### config.mk
export PLATFORM = sky130hd
export DESIGN_NAME = sram_bus_ctrl
export DESIGN_NICKNAME = d
export VERILOG_FILES = /design/src/rtl/slc3_mem_pkg.sv /design/src/rtl/sram_bus_ctrl_strobe_timer.sv /design/src/rtl/sram_bus_ctrl.sv
export SDC_FILE = /design/constraint.sdc
export NUM_CORES = 1
export LEC_CHECK = 0
export BUFFER_PORTS_ARGS = -buffer_cell sky130_fd_sc_hd__buf_2
export CAP_MARGIN = 20
export CORE_ASPECT_RATIO = 0.75
export CORE_MARGIN = 5
export CORE_UTILIZATION = 36
export CTS_CLUSTER_SIZE = 16
export DETAILED_ROUTE_END_ITERATION = 7
export HOLD_SLACK_MARGIN = 0.1
export PLACE_DENSITY = 0.73
export SETUP_SLACK_MARGIN = 0.5
export SLEW_MARGIN = 0
export SYNTH_ARGS = -nofsm -noshare
export SYNTH_HDL_FRONTEND = slang
export SYNTH_SLANG_ARGS = --single-unit
### constraint.sdc
create_clock -name Clk -period 2.99 [get_ports Clk]
set_clock_uncertainty 0.2 [all_clocks]
set_input_delay 0.1495 -clock Clk [delete_from_list [all_inputs] [get_ports Clk]]
set_output_delay 0.1495 -clock Clk [all_outputs]
set_load 0.03 [all_outputs]
### src/rtl/slc3_mem_pkg.sv
// Shared types and constants for the SLC-3 SRAM access sequencer.
package slc3_mem_pkg;

    typedef enum logic [2:0] {
        IDLE,
        RD_STROBE,
        RD_DONE,
        WR_SETUP,
        WR_PULSE,
        WR_HOLD,
        WR_DONE
    } state_t;

    localparam int         CNT_W    = 4;
    localparam logic [3:0] ADDR_PAD = 4'b0000;

endpackage

### src/rtl/sram_bus_ctrl_strobe_timer.sv
// Loadable down-counter timing the OE/WE strobe width; shared by read and write paths.
module strobe_timer
    import slc3_mem_pkg::*;
(
    input  logic             Clk,
    input  logic             Reset,
    input  logic             i_load,
    input  logic [CNT_W-1:0] i_load_val,
    input  logic             i_en,
    output logic             o_zero
);

    logic [CNT_W-1:0] r_count;

    // Saturates at zero so a stray enable can never wrap the count.
    always_ff @(posedge Clk or negedge Reset) begin
        if (!Reset) begin
            r_count <= '0;
        end else if (i_load) begin
            r_count <= i_load_val;
        end else if (i_en && (r_count != '0)) begin
            r_count <= r_count - 1'b1;
        end
    end

    assign o_zero = (r_count == '0);

endmodule

### src/rtl/sram_bus_ctrl.sv
// Request/ready SRAM access sequencer: drives CE/OE/WE/UB/LB timing and captures read data.
module sram_bus_ctrl
    import slc3_mem_pkg::*;
#(
    parameter int WAIT_CYCLES = 2,
    parameter int DATA_W      = 16
)(
    input  logic              Clk,
    input  logic              Reset,
    input  logic              req_rd,
    input  logic              req_wr,
    input  logic [15:0]       addr_in,
    input  logic [DATA_W-1:0] wdata,
    output logic [DATA_W-1:0] rdata,
    output logic              ready,
    output logic              busy,
    output logic [19:0]       ADDR,
    output logic              CE,
    output logic              UB,
    output logic              LB,
    output logic              OE,
    output logic              WE,
    output logic [DATA_W-1:0] Data_to_SRAM,
    input  logic [DATA_W-1:0] Data_from_SRAM,
    output logic              data_oe
);

    localparam logic [CNT_W-1:0] LOAD_VAL = CNT_W'(WAIT_CYCLES - 1);

    state_t            r_state;
    state_t            w_state_next;
    logic              w_load;
    logic              w_en;
    logic              w_zero;
    logic              w_latch_addr;
    logic              w_latch_wdata;
    logic              w_capture;
    logic              w_ce_n, w_oe_n, w_we_n, w_bytes_n, w_data_oe, w_ready, w_busy;

    logic [15:0]       r_addr;
    logic [DATA_W-1:0] r_wdata;
    logic [DATA_W-1:0] r_rdata;
    logic              r_ce_n, r_oe_n, r_we_n, r_bytes_n, r_data_oe, r_ready, r_busy;

    strobe_timer u_timer (
        .Clk        (Clk),
        .Reset      (Reset),
        .i_load     (w_load),
        .i_load_val (LOAD_VAL),
        .i_en       (w_en),
        .o_zero     (w_zero)
    );

    always_comb begin
        w_state_next  = r_state;
        w_load        = 1'b0;
        w_en          = 1'b0;
        w_latch_addr  = 1'b0;
        w_latch_wdata = 1'b0;
        w_capture     = 1'b0;
        case (r_state)
            IDLE: begin
                // Write has priority; a simultaneous read request is dropped.
                if (req_wr) begin
                    w_state_next  = WR_SETUP;
                    w_latch_addr  = 1'b1;
                    w_latch_wdata = 1'b1;
                end else if (req_rd) begin
                    w_state_next = RD_STROBE;
                    w_latch_addr = 1'b1;
                    w_load       = 1'b1;
                end
            end
            RD_STROBE: begin
                if (w_zero) begin
                    w_state_next = RD_DONE;
                    w_capture    = 1'b1;
                end else begin
                    w_en = 1'b1;
                end
            end
            RD_DONE:  w_state_next = IDLE;
            WR_SETUP: begin
                w_state_next = WR_PULSE;
                w_load       = 1'b1;
            end
            WR_PULSE: begin
                if (w_zero) begin
                    w_state_next = WR_HOLD;
                end else begin
                    w_en = 1'b1;
                end
            end
            WR_HOLD:  w_state_next = WR_DONE;
            WR_DONE:  w_state_next = IDLE;
            default:  w_state_next = IDLE;
        endcase
    end

    // Output values are decoded from the next state and registered alongside it.
    always_comb begin
        w_ce_n    = 1'b1;
        w_oe_n    = 1'b1;
        w_we_n    = 1'b1;
        w_bytes_n = 1'b1;
        w_data_oe = 1'b0;
        w_ready   = 1'b0;
        w_busy    = (w_state_next != IDLE);
        case (w_state_next)
            RD_STROBE: begin
                w_ce_n    = 1'b0;
                w_oe_n    = 1'b0;
                w_bytes_n = 1'b0;
            end
            WR_SETUP, WR_HOLD: begin
                w_ce_n    = 1'b0;
                w_bytes_n = 1'b0;
                w_data_oe = 1'b1;
            end
            WR_PULSE: begin
                w_ce_n    = 1'b0;
                w_we_n    = 1'b0;
                w_bytes_n = 1'b0;
                w_data_oe = 1'b1;
            end
            RD_DONE, WR_DONE: w_ready = 1'b1;
            default: ;
        endcase
    end

    always_ff @(posedge Clk or negedge Reset) begin
        if (!Reset) begin
            r_state   <= IDLE;
            r_addr    <= '0;
            r_wdata   <= '0;
            r_rdata   <= '0;
            r_ce_n    <= 1'b1;
            r_oe_n    <= 1'b1;
            r_we_n    <= 1'b1;
            r_bytes_n <= 1'b1;
            r_data_oe <= 1'b0;
            r_ready   <= 1'b0;
            r_busy    <= 1'b0;
        end else begin
            r_state   <= w_state_next;
            r_ce_n    <= w_ce_n;
            r_oe_n    <= w_oe_n;
            r_we_n    <= w_we_n;
            r_bytes_n <= w_bytes_n;
            r_data_oe <= w_data_oe;
            r_ready   <= w_ready;
            r_busy    <= w_busy;
            if (w_latch_addr) begin
                r_addr <= addr_in;
            end
            if (w_latch_wdata) begin
                r_wdata <= wdata;
            end
            if (w_capture) begin
                r_rdata <= Data_from_SRAM;
            end
        end
    end

    assign ADDR         = {ADDR_PAD, r_addr};
    assign Data_to_SRAM = r_wdata;
    assign rdata        = r_rdata;
    assign CE           = r_ce_n;
    assign OE           = r_oe_n;
    assign WE           = r_we_n;
    assign UB           = r_bytes_n;
    assign LB           = r_bytes_n;
    assign data_oe      = r_data_oe;
    assign ready        = r_ready;
    assign busy         = r_busy;

endmodule

# == Word-level counts from Yosys, hierarchy flattened ==
# Cells that the tools add are included.
# word_totals
word_cells,55
register_bits,61
input_bits,52
output_inout_bits,60
# classes
reduce_logical,10
addsub,1
n_eq_ne,10
muxes,23
# ops
op,count
$eq 3x3->1 const B,5
$mux 1,15
$pmux 3 s5,1
$mux 3,4
$eq 3x2->1 const B,3
$mux 4,2
$eq 3x1->1 const B,2
$logic_not 4->1,1
$reduce_bool 4->1,1
$reduce_or 2->1,2
$reduce_or 4->1,1
$sub 4x1->4 const B,1
$logic_not 3->1,1
$reduce_bool 3->1,1
$reduce_or 3->1,1
$pmux 1 s2,1
$reduce_bool 2->1,1
$logic_and 1x1->1,1

# == Depth between registers and ports, before layout ==
# logic_depth
ltp_word,6
mapped_depth,6
depth_no_buf,5

# == By module ==
# Synthesis repeated with hierarchy kept, for this count alone.
# hier_totals
cells_unflattened,180
area_unflattened_um2,2628.8
# by_module_without_submodules
mod,n_inst,cells_per_inst,area_each_um2
sram_bus_ctrl,1,153,2358.5
strobe_timer,1,27,270.3

# == Least setup slack after synthesis ==
# Ideal clock, no wire load.
# synth_path
path_type,register to register
from,reg u_timer.r_count[0]
to,"reg r_rdata[0], in the netlist rdata[0]"
setup_slack_ps,1080
t_arrival_ps,1585
stages_incl_launch_ff,7
period_less_slack_ps,1910
path_buffers,1
required_ps,2665
path_cell_list,dfrtp_1 -> inv_1 -> ha_1 -> nor3b_4 -> nand3_2 -> buf_6 -> mux2_2
# synth_via
elab_chain_len,3
# synth_rtl
element,line,rtl
start: declaration,sram_bus_ctrl_strobe_timer.sv:13,logic [CNT_W-1:0] r_count;
start signal: assignment,sram_bus_ctrl_strobe_timer.sv:20,r_count <= i_load_val;
start signal: assignment,sram_bus_ctrl_strobe_timer.sv:22,r_count <= r_count - 1'b1;
$logic_not 4->1,sram_bus_ctrl_strobe_timer.sv:26,assign o_zero = (r_count == '0);
$mux 1,sram_bus_ctrl.sv:75,if (w_zero) begin
$mux 1,sram_bus_ctrl.sv:61,case (r_state)
end signal: assignment,sram_bus_ctrl.sv:160,r_rdata <= Data_from_SRAM;
end: declaration,sram_bus_ctrl.sv:42,logic [DATA_W-1:0] r_rdata;
# No other way between the ends.
# A chain may end at the register's enable or synchronous reset.

# == Final worst setup path ==
# layout_path
from,reg u_timer.r_count[0]
to,"reg r_rdata[1], in the netlist rdata[1]"
# Same word-level chain as after synthesis.

==> impl_metrics.toml <==
[floorplanning]
design.die.area_um2 = 8770
io-pin-count = 112
die_w_um = 107
die_h_um = 82.4
floorplan.rows = 26
start_util_pct = 37.0
core_area_um2 = 6800

[global_route]
grt-ovfl-total = 0
first_global_vias = 2096
grt_first_pass_wirelength_um = 9720
grt_use_total_pct = 14.3
antenna_found_initial = 0
pin_count_of_the_biggest_net_entering_global_routing = 41

[sta]
headroom_to_the_max_slew_limit_pct = 55.3
final_hold_slack_ns = 0.117
report.final.setup_viol = 0
worstMarginPinSlew_ns = 0.670
finalCriticalPeriod_ns = 2.26
grt_setup_unrepaired = "no"
max_freq_ghz = 0.443
final-max-slew-violation-count = 0
timing.final.hold_violations = 0
final.setup.tns_ns = 0
min_period_over_period_pct = 75.5

[setup_path]
timing_worst_setup_path_type = "reg -> reg"
setup.worst_path.start_class = "register"
critical_path_arrival_ns = 2.27
critPathMaxFanout = 16
critical_path.endpoint_type = "register"
required_ns = 3.00

[drt]
drt-initial-drc-count = 71
num_vias = 1954
detail_route.drc_violations = 0
detail_route.wirelength_um = 6080
drt-wirelength-per-cell_um = 14.4
detail_route.vias_per_cell = 4.63
antenna_violating_nets_post_route = 0
drt-pass1-iter-count = 4

[place]
io_buffers = 107
instance_area_at_placement_um2 = 3080
place_congestion = 0.764
hpwl_um = 3990
dpl.cell_count = 355

[logic_synthesis]
synth_xor_area_share_pct = 0.348
synth.largest_area_cell = "dfrtp_1"
yosysWarningCount = 0
synth_top_family_by_area = "multiplexers"
post_synth_num_cell_types = 37
synth_compound_gate_area_share_pct = 5.07
avgSynthCellArea_um2 = 14.5
synth.area.top_cells = "dfrtp_1 (58%), mux2_2 (21%), dfstp_2 (3.1%)"
yosysSeqAreaShare_pct = 60.8
most_used_dff_post_synth = "dfrtp_1"
share_of_synthesized_cell_area_in_full_adder_half_adder_and_majority_cells_pct = 0.498
fraction_of_synthesized_cell_area_taken_by_the_top_area_cell_type_pct = 57.7
synth-simple-area-share_pct = 6.77
share_of_flip_flops_with_an_asynchronous_set_or_reset_pct = 100
synth_mux_area_share_pct = 21.5
netlist_instances = 174
count_of_flip_flops_with_a_built_in_enable_after_synthesis = 0
yosys_register_bits = 61
syn-cell-area_um2 = 2510

[finish]
layout.area.seq_um2 = 1530
area.growth.synth_to_final_pct = 48.9
layout-drive-gt1-share_pct = 53.0
finish.net_count = 386
post-route-util_pct = 55.1
insertedDiodeCount = 0
final_area_um2 = 3740
layout.filler_cells = 575
fin_cells = 422
area_occupied_by_multi_input_gates_um2 = 875

[cts]
cts_root_buffer = "clkbuf_8"
cts_tree = "done"
clk_path_buf_depth = 2
cts_buffers = 9
clock_network_latency_to_the_later_pin_of_the_worst_skew_pair_ns = 0.33
cts_max_level = 3
worst_setup_hold_path_clk_slew_ns = 0.07
cts.repair_timing.setup_buffer_count = 0
tritoncts_num_sinks = 61

[status]
run_status = "complete, no violations"

[power_and_ir_drop]
power.density_nw_per_um2 = 1150
power.ir.vdd_worst_uv = 555
power_leakage_nw = 1.77

[flow_run]
reported_max_cap_violation_count = 0

[worst_hold_path]
holdCritPathClass = "in -> async"
==> cell usage in the layout, fill, tap and decap left out, types with 3 or more instances in the layout <==
cell type      netlist  final
nand2_1              3      3
buf_2                4    107
o21ai_0              5      5
dfstp_2              3      3
dfrtp_1             58     58
clkbuf_8             0      9
clkinv_2             0      4
a21oi_1              8      8
inv_1                4      4
dlygate4sd3_1        0     51
mux2_2              48     48
conb_1               1      4
==> worst paths after layout <==
check	startpoint	to	slack, ns	cells after the start
setup / recovery	u_timer.r_count[0]	rdata[1]	0.73	5
hold / removal	Reset	r_addr[4]	0.12	2
setup reg to reg	u_timer.r_count[0]	rdata[1]	0.73	5
hold reg to reg	rdata[5]	rdata[5]	0.30	1
max in group asynchronous	Reset	WE	1.56	3
min in group Clk	rdata[5]	rdata[5]	0.30	1
==> cell families (layout without fill, tap and decap cells) <==
group,count (synthesis),count (layout)
AOI/OAI and AO/OA,20,20
xor gates and xnor gates,1,1
adders and majority gates,1,1
buffers and inverters,19,180
DFF,61,61
muxes,48,48
other,1,4
and+or+nand+nor,23,23
==> cell usage after synthesis (2+ instances only) <==
master    n
a21oi_1   8
buf_2     4
buf_4     8
buf_6     2
dfrtp_1  58
dfstp_2   3
inv_1     4
mux2_2   48
nand2_1   3
nor3_1    2
o211a_1   2
o21ai_0   5
or3_1     2
or4_1     2
==> repair_timing <==
action	CTS	global route
gates resized for setup	0	0
endpoints found under the hold margin	74	0
hold buffers	51	0
==> worst max-delay path: stages, from the launching register on <==
cell and delay, ns:
dfrtp_1 0.42, inv_1 0.07, ha_1 0.18, nor3b_4 0.41
nand3_2 0.44, mux2_2 0.41
==> stage by stage <==
stage	setup WS (ns)	power [W]
finish	0.731	0.00430
global route	0.501	0.00457
floorplan	1.08	0.00311
detailed placement	0.729	0.00368
global placement	0.768	0.00363
CTS	0.709	0.00435
==> metal layers <==
| layer | up-vias | GRT usage (%) | part of all wire (%) |
|---|---|---|---|
| met1 | 953 | 17.2 | 41 |
| met3 | 8 | 6.06 | 7.1 |
| met5 | - | 0 | 0 |
| li1 | 927 | - | - |
| met2 | 66 | 23.3 | 51 |
| met4 | 0 | 5.11 | 1.5 |
==> registers in the layout, indices dropped and copies added, names as in the netlist, 3 cells and up <==
register,count
Data_to_SRAM,16
r_addr,16
rdata,16
r_state,3
u_timer.r_count,4
==> power breakdown <==
group          total (W)  internal [W]  switching [W]  leakage [nW]
clock network   0.000595      0.000295       0.000300        0.0829
logic            0.00219      0.000843        0.00134         0.971
registers        0.00152       0.00126       0.000260         0.720
total            0.00430       0.00239        0.00190          1.77
==> layout make-up <==
cell class,instances,share of cell area [%]
inverter,4,0.401
clock inverter,5,0.735
tap,84,2.81
sequential,61,40.9
timing repair buffer,160,28.3
clock buffer,11,3.51
multi-input combinational,97,23.4
Note: power is estimated with default switching activity, not from simulation.
